File: src/rtl/arb_rr.sv
// Registered round-robin / fixed-priority request arbiter.
// Presents a one-hot plus encoded grant and holds it until it is acknowledged or the request is withdrawn.
module arb_rr #(
    parameter int  W           = 4,
    parameter bit  FROM_LSB    = 1'b1,
    parameter bit  ROUND_ROBIN = 1'b1,
    localparam int IW          = (W > 1) ? $clog2(W) : 1
) (
    input  logic          i_clk,
    input  logic          i_arst_n,
    input  logic [W-1:0]  i_req,
    input  logic          i_ack,
    output logic          o_gnt_vld,
    output logic [W-1:0]  o_gnt,
    output logic [IW-1:0] o_gnt_idx
);

    typedef enum logic {IDLE, GRANT} state_t;

    // Pointer starts at the low-priority end so the first search begins at the base-priority end.
    localparam logic [IW-1:0] PTR_RST = FROM_LSB ? IW'(W - 1) : '0;

    state_t          state_q, state_d;
    logic [IW-1:0]   ptr_q,   ptr_d;
    logic            vld_q,   vld_d;
    logic [W-1:0]    gnt_q,   gnt_d;
    logic [IW-1:0]   idx_q,   idx_d;

    logic            acked;
    logic            load;
    logic            drop;
    logic [W-1:0]    arb_req;
    logic [IW-1:0]   arb_ptr;
    logic [IW:0]     win;

    // Returns {found, index}. Scans from lowest to highest priority so the last hit is the winner.
    function automatic logic [IW:0] pick(input logic [W-1:0] r, input logic [IW-1:0] p,
                                         input logic use_mask);
        logic          found_m;
        logic          found_a;
        logic [IW-1:0] idx_m;
        logic [IW-1:0] idx_a;
        int            i;
        found_m = 1'b0;
        found_a = 1'b0;
        idx_m   = '0;
        idx_a   = '0;
        for (int k = 0; k < W; k++) begin
            i = FROM_LSB ? (W - 1 - k) : k;
            if (r[i]) begin
                found_a = 1'b1;
                idx_a   = IW'(i);
                if (use_mask && (FROM_LSB ? (i > int'(p)) : (i < int'(p)))) begin
                    found_m = 1'b1;
                    idx_m   = IW'(i);
                end
            end
        end
        return found_m ? {1'b1, idx_m} : {found_a, idx_a};
    endfunction

    always_comb begin
        state_d = state_q;
        ptr_d   = ptr_q;
        vld_d   = vld_q;
        gnt_d   = gnt_q;
        idx_d   = idx_q;
        load    = 1'b0;
        drop    = 1'b0;
        acked   = (state_q == GRANT) && i_ack;
        // Fixed-priority mode arbitrates on raw requests; rotation mode excludes the acked winner once.
        arb_req = (acked && ROUND_ROBIN) ? (i_req & ~gnt_q) : i_req;
        arb_ptr = (acked && ROUND_ROBIN) ? idx_q : ptr_q;
        win     = pick(arb_req, arb_ptr, ROUND_ROBIN);

        case (state_q)
            IDLE: begin
                if (|i_req) load = 1'b1;
            end
            GRANT: begin
                if (i_ack) begin
                    if (ROUND_ROBIN) ptr_d = idx_q;
                    if (|arb_req) load = 1'b1;
                    else          drop = 1'b1;
                end else if (!(|(i_req & gnt_q))) begin
                    drop = 1'b1;
                end
            end
            default: drop = 1'b1;
        endcase

        if (load) begin
            state_d = GRANT;
            vld_d   = 1'b1;
            idx_d   = win[IW-1:0];
            gnt_d   = W'(1) << win[IW-1:0];
        end else if (drop) begin
            state_d = IDLE;
            vld_d   = 1'b0;
            idx_d   = '0;
            gnt_d   = '0;
        end
    end

    always_ff @(posedge i_clk or negedge i_arst_n) begin
        if (!i_arst_n) begin
            state_q <= IDLE;
            ptr_q   <= PTR_RST;
            vld_q   <= 1'b0;
            gnt_q   <= '0;
            idx_q   <= '0;
        end else begin
            state_q <= state_d;
            ptr_q   <= ptr_d;
            vld_q   <= vld_d;
            gnt_q   <= gnt_d;
            idx_q   <= idx_d;
        end
    end

    assign o_gnt_vld = vld_q;
    assign o_gnt     = gnt_q;
    assign o_gnt_idx = idx_q;

endmodule

File: config.mk
export PLATFORM = sky130hd
export DESIGN_NAME = arb_rr
export DESIGN_NICKNAME = d
export VERILOG_FILES = /design/src/rtl/arb_rr.sv
export SDC_FILE = /design/constraint.sdc
export NUM_CORES = 1
export LEC_CHECK = 0
export ABC_CLOCK_PERIOD_IN_PS = 1700
export CAP_MARGIN = 10
export CORE_ASPECT_RATIO = 1.5
export CORE_MARGIN = 2
export CORE_UTILIZATION = 30
export CTS_CLUSTER_DIAMETER = 60
export DETAILED_ROUTE_END_ITERATION = 8
export SYNTH_ARGS = -nofsm -noshare
export SYNTH_HDL_FRONTEND = slang
export SYNTH_SLANG_ARGS = --single-unit
export TNS_END_PERCENT = 5
File: constraint.sdc
create_clock -name i_clk -period 1.7 [get_ports i_clk]
set_clock_uncertainty 0.05 [all_clocks]
set_input_delay 0.17 -clock i_clk [delete_from_list [all_inputs] [get_ports i_clk]]
set_output_delay 0.17 -clock i_clk [all_outputs]
set_load 0.01 [all_outputs]
==> qor.yml, run 1 <==
cts_tree: "yes"
antenna_found_initial: 0
instances_no_fill: 119
grt_pass1_wl_um: 2910
ctsHoldBuffers: 0
port_buffers: 13
fillCellCount: 200
violations: "setup timing"
wl_per_cell_um: 14.9
max_freq_ghz: 0.578
cap_violations: 0
syn_area_um2: 632
grt_start_max_net_pins: 10
drv_slew: 0
drc: 0
clock-sinks: 9
synth-seq-cells: 9
placedInstanceArea_um2: 896
status: "finished, violations left"
period_minus_slack_ps: 1730
finalNetCount: 105
syn-num-nets: 71
power.internal_uw: 927
finalCritPeriodShare: 1.02
first_pass_iters: 4
worst-endpoint-required_ps: 1800
regArea_um2: 229
die_h_um: 60.2
pwr-share-seq: 0.274
yosysSeqAreaShare: 0.360
grt_pass1_vias: 631
die_x_um: 41.5
h-tree-depth: 1
dp_cells: 113
drtIter0Drc: 16
multi_input_area_um2: 382
num_rows: 20
netlist_instances: 64
slew_headroom: 0.546
final.setup.worst_slack_ps: -30.8
track_usage: 0.161
pin_count: 14
critPathLaunchType: "flip-flop"
ant_nets: 0
sw_frac_of_total: 0.398
numCtsBuffers: 3
synth_top_area_cell: "dfrtp_1"
cp.arrival_ps: 1840
syn_to_final_growth_pct: 48.1
critical_path_class: "flip-flop to flip-flop"
dpl.hpwl_um: 1400
rsz0062_at_grt: "yes"
p_switching_uw: 614
routed_wl_um: 1770
clockBufferDepth: 2
diodes: 0
power_density_nw_per_um2: 1650
dieArea_um2: 2500
leakagePower_nw: 0.402
clkPwrFrac: 0.108
finalHoldViolCount: 0
clk_pin_slew_ps: 60
setup_viol: 1
vias: 645
gp_congestion: 0.853
min_path_type: "primary input to asynchronous set/reset pin"
yosys.area.top_type_share: 0.277
post_synth.cell_area_avg_um2: 9.87
ir_drop_uv: 755
synthTopCellsByArea: "dfrtp_1 (28%), dfstp_2 (8.3%), mux2i_4 (7.1%)"
viasPerCell: 5.42
drive_gt1_frac: 0.340
final_cell_area_um2: 936
clk_latency_ps: 260
grt_overflow: 0
p_comb_frac: 0.618
yosysWarnings: 0
core_region_area_um2: 2000
critical_path.max_fanout: 6
end_kind: "flip-flop"
pre_cts_ws_ps: -393
initial_core_util: 0.316
tightest_slew_ps: 675
ys_types: 32
cts_root_buf: "clkbuf_4"
## cell type report
class                   count  area share
inverters                   4      0.0160
multi-input cells          50       0.408
clock buffers               4      0.0281
well taps                  22      0.0294
flip-flops and latches      9       0.245
repair buffers             30       0.274
## power groups by stage
stage	Combinational (mW)	Sequential (mW)	Clock (mW)
2_1_floorplan	0.466	0.453	0
3_3_place_gp	0.917	0.425	0
3_5_place_dp	0.912	0.427	0
4_1_cts	0.956	0.420	0.172
5_1_grt	1.03	0.432	0.186
6_report	0.953	0.423	0.166
## placed cells by master (no fill, tap or decap), drive strengths merged
| cell | synthesis | layout |
|---|---|---|
| dlygate4sd2 | 0 | 1 |
| dfrtp | 7 | 7 |
| dfstp | 2 | 2 |
| nand2 | 7 | 7 |
| clkbuf | 0 | 4 |
| o21a | 2 | 2 |
| buf | 1 | 17 |
| a211oi | 2 | 2 |
| a21o | 1 | 1 |
| nand3 | 4 | 4 |
| nor2 | 2 | 2 |
| nor3 | 4 | 4 |
| a22oi | 1 | 1 |
| a2111oi | 1 | 1 |
| a22o | 3 | 3 |
| o31ai | 3 | 3 |
| nor4 | 1 | 1 |
| mux2i | 3 | 3 |
| a21oi | 2 | 2 |
| a41oi | 1 | 1 |
| or3 | 1 | 1 |
| inv | 4 | 4 |
| a221oi | 1 | 1 |
| o21ai | 3 | 3 |
| o221ai | 2 | 2 |
| clkdlybuf4s50 | 0 | 12 |
| and3 | 1 | 1 |
| and2 | 4 | 4 |
| a32o | 1 | 1 |
## worst max-delay path, cell delays in order (launching register included)
cell and delay, ps:
dfrtp_2 450, nand2_4 130, mux2i_4 290, a221oi_2 110, or3_1 340, a32o_1 250
## final timing paths
path	to	from	cells after the start	slack, ps
hold reg to reg	o_gnt_idx[1]	o_gnt_idx[1]	1	520
setup reg to reg	o_gnt[0]	o_gnt_vld	5	-30
setup / recovery	o_gnt[0]	o_gnt_vld	5	-30
hold / removal	o_gnt[1]	i_arst_n	1	160
min in group i_clk	o_gnt_idx[1]	o_gnt_idx[1]	1	520
max in group asynchronous	ptr_q[0]	i_arst_n	1	1110
## cell usage after synthesis
library cell  count
a22o_1            3
nand3_1           4
and2_1            3
a2111oi_2         1
or3_1             1
nand2_2           1
mux2i_4           2
a211oi_1          2
o21ai_0           3
a22oi_1           1
nand2_4           1
nor4_1            1
a32o_1            1
a21oi_1           2
o221ai_1          2
o21a_1            2
nor3_4            1
a41oi_1           1
a21o_1            1
dfstp_2           2
o31ai_1           3
and2_4            1
buf_4             1
and3_1            1
nand2_1           5
nor2_1            2
inv_2             2
inv_1             2
dfrtp_1           7
a221oi_2          1
nor3_1            3
mux2i_1           1
## registers in the layout (all words and copies together), names as in the netlist
name,flops
ptr_q,2
o_gnt_idx,2
o_gnt,4
o_gnt_vld,1
## logic make-up after synthesis
| kind of cell | count (synthesis) | share of synthesized area |
|---|---|---|
| buffers and inverters | 5 | 0.0357 |
| DFF | 9 | 0.360 |
| muxes | 3 | 0.0871 |
| AOI/OAI and AO/OA | 23 | 0.293 |
| and+or+nand+nor | 24 | 0.224 |
## layer usage
layer / track usage / vias up / share of wire
met5: 0 / - / 0
met4: 0.157 / 0 / 0.059
met3: 0.0302 / 9 / 0.042
met2: 0.275 / 20 / 0.51
met1: 0.161 / 299 / 0.39
li1: - / 317 / -
## repair_timing
item,in CTS,in global routing
setup buffers,2,0
endpoints found under the setup margin,5,5
pin swaps,0,1
gates resized for setup,1,0
endpoints found under the hold margin,0,0
## metrics by stage
stage / hold WS [ps] / util / TNS [ps] / power (mW)
2_1_floorplan: -176 / - / 0 / 0.920
3_3_place_gp: 439 / 0.448 / -1950 / 1.34
3_5_place_dp: 452 / 0.448 / -2010 / 1.34
4_1_cts: 166 / 0.468 / -20.2 / 1.55
5_1_grt: 180 / 0.468 / -429 / 1.65
6_report: 162 / 0.468 / -30.8 / 1.54
(Power assumes the default switching activity.)
==> run 2: changes to the inputs <==
--- a/config.mk
+++ b/config.mk
@@ -8,9 +8,9 @@
 export ABC_CLOCK_PERIOD_IN_PS = 1700
 export CAP_MARGIN = 10
 export CORE_ASPECT_RATIO = 1.5
-export CORE_MARGIN = 2
 export CORE_UTILIZATION = 30
 export CTS_CLUSTER_DIAMETER = 60
+export CTS_CLUSTER_SIZE = 25
 export DETAILED_ROUTE_END_ITERATION = 8
 export SYNTH_ARGS = -nofsm -noshare
 export SYNTH_HDL_FRONTEND = slang
==> qor.yml, run 2 (same netlist as run 1, synthesis figures left out) <==
status: "finished, violations left"  # unchanged
violations: "setup timing"  # unchanged
numCtsBuffers: 3  # unchanged
final_cell_mix: "buf_4 (14), clkdlybuf4s50_1 (12), dfrtp_1 (6)"  # was buf_4 (17), clkdlybuf4s50_1 (12), dfrtp_1 (6)
crit_family: "flip-flops"  # was simple AND/OR/NAND/NOR gates
pre_cts_ws_ps: -429  # was -393 ps
p_switching_uw: 596  # was 614 uW
sw_frac_of_total: 0.398  # about the same
die_h_um: 58.2  # was 60.2 um
first_pass_iters: 4  # unchanged
gp_congestion: 0.787  # was 0.853
ant_nets: 0  # unchanged
grt_pass1_vias: 670  # was 631
path_buf_inv: 0  # unchanged
max_freq_ghz: 0.571  # was 0.578 GHz
pwr-share-seq: 0.289  # was 0.274
grt_pass1_wl_um: 2900  # was 2910 um
viasPerCell: 5.69  # was 5.42
finalCritPeriodShare: 1.03  # was 1.02
cts_tree: "yes"  # unchanged
diodes: 0  # unchanged
leakagePower_nw: 0.387  # was 0.402 nW
clk_latency_ps: 250  # was 260 ps
largest_register_ffs: 4  # unchanged
cap_violations: 0  # unchanged
finalHoldViolCount: 0  # unchanged
pin_count: 14  # unchanged
end_kind: "flip-flop"  # unchanged
grt_overflow: 0  # unchanged
dieArea_um2: 2300  # was 2500 um^2
final.setup.worst_slack_ps: -50.2  # was -30.8 ps
num_rows: 20  # unchanged
clkPwrFrac: 0.103  # was 0.108
initial_core_util: 0.316  # unchanged
syn_to_final_growth_pct: 44.6  # was 48.1%
vias: 660  # was 645
grt_start_max_net_pins: 10  # unchanged
die_x_um: 39.5  # was 41.5 um
drive_gt1_frac: 0.319  # was 0.340
clk_pin_slew_ps: 60  # about the same
drv_slew: 0  # unchanged
worst-endpoint-required_ps: 1790  # was 1800 ps
cts_root_buf: "clkbuf_4"  # unchanged
power.internal_uw: 901  # was 927 uW
final_core_util: 0.456  # was 0.468
cp.arrival_ps: 1840  # about the same
drtIter0Drc: 11  # was 16
routed_wl_um: 1660  # was 1770 um
core_region_area_um2: 2000  # unchanged
dp_cells: 110  # was 113
crit_slowest_cell: "dfrtp_2"  # unchanged
cp_cell_sequence: "nand2_4 -> mux2i_4 -> a221oi_2 -> or3_1 -> a32o_1"  # unchanged
finalNetCount: 102  # was 105
slowest_delay_ps: 460  # was 450 ps
rsz0062_at_grt: "yes"  # unchanged
whs_ps: 161  # was 162 ps
ff2ff_path_depth: 5  # unchanged
tightest_slew_ps: 665  # was 675 ps
critical_path.max_fanout: 7  # was 6
antenna_found_initial: 0  # unchanged
critPathLaunchType: "flip-flop"  # unchanged
power_density_nw_per_um2: 1640  # was 1650 nW/um^2
setup_viol: 1  # unchanged
crit_cells: 5  # unchanged
period_minus_slack_ps: 1750  # was 1730 ps
min_path_type: "primary input to asynchronous set/reset pin"  # unchanged
port_buffers: 13  # unchanged
mostFrequentLayoutCell: "buf_4"  # unchanged
ctsHoldBuffers: 0  # unchanged
h-tree-depth: 1  # unchanged
dpl.hpwl_um: 1340  # was 1400 um
drc: 0  # unchanged
p_comb_frac: 0.608  # was 0.618
instances_no_fill: 116  # was 119
slew_headroom: 0.553  # was 0.546
clockBufferDepth: 2  # unchanged
total_power_mw: 1.50  # was 1.54 mW
wl_per_cell_um: 14.3  # was 14.9 um
track_usage: 0.182  # was 0.161
critical_path_class: "flip-flop to flip-flop"  # unchanged
ir_drop_uv: 703  # was 755 uV
clock-sinks: 9  # unchanged
==> run 2: cell count changes in the layout (fill, tap and decap cells not counted) <==
cell / before / now
buf_4: 17 / 14
==> run 2: routing by layer <==
metal  vias up  GRT usage  wire [um]
li1        310          -          -
met1       330      0.219        690
met2        18      0.297        895
met3         2     0.0230         54
met4         0      0.103         17
met5         -          0          0
==> run 2: timing repair <==
item / in CTS / in global routing
pin swaps: 1 / 2
setup endpoints to repair: 7 / 6
gates resized for setup: 1 / 0
endpoints found under the hold margin: 0 / 0
buffers inserted: 1 / 1
cloned: 0 / 0
==> run 2: final cells by class <==
class	count	area (um^2)
Multi-Input combinational cell	50	382
Tap cell	22	27.5
Sequential cell	9	229
Timing Repair Buffer	27	234
Inverter	4	15.0
Fill cell	207	1090
Clock buffer	4	26.3
==> run 2: final timing paths <==
path | end | start | slack [ps]
setup / recovery | o_gnt[0] | o_gnt_vld | -50
hold / removal | o_gnt[0] | i_arst_n | 160
setup reg to reg | o_gnt[0] | o_gnt_vld | -50
hold reg to reg | o_gnt[0] | o_gnt[0] | 520
max in group asynchronous | ptr_q[1] | i_arst_n | 1120
min in group i_clk | o_gnt[0] | o_gnt[0] | 520
==> run 2: metrics by stage <==
stage               instance area [um^2]  TNS (ps)
floorplan                            633         0
global placement                     873     -2340
detailed placement                   873     -2400
CTS                                  906     -69.3
global route                         913      -467
finish                               913     -50.2
==> run 2: power by group through the flow <==
| stage | clock [mW] | sequential [mW] | combinational, mW |
|---|---|---|---|
| 2_1_floorplan | 0 | 0.453 | 0.466 |
| 3_5_place_dp | 0 | 0.434 | 0.879 |
| 6_report | 0.154 | 0.433 | 0.910 |
| 3_3_place_gp | 0 | 0.435 | 0.879 |
| 5_1_grt | 0.178 | 0.445 | 0.994 |
| 4_1_cts | 0.166 | 0.431 | 0.903 |
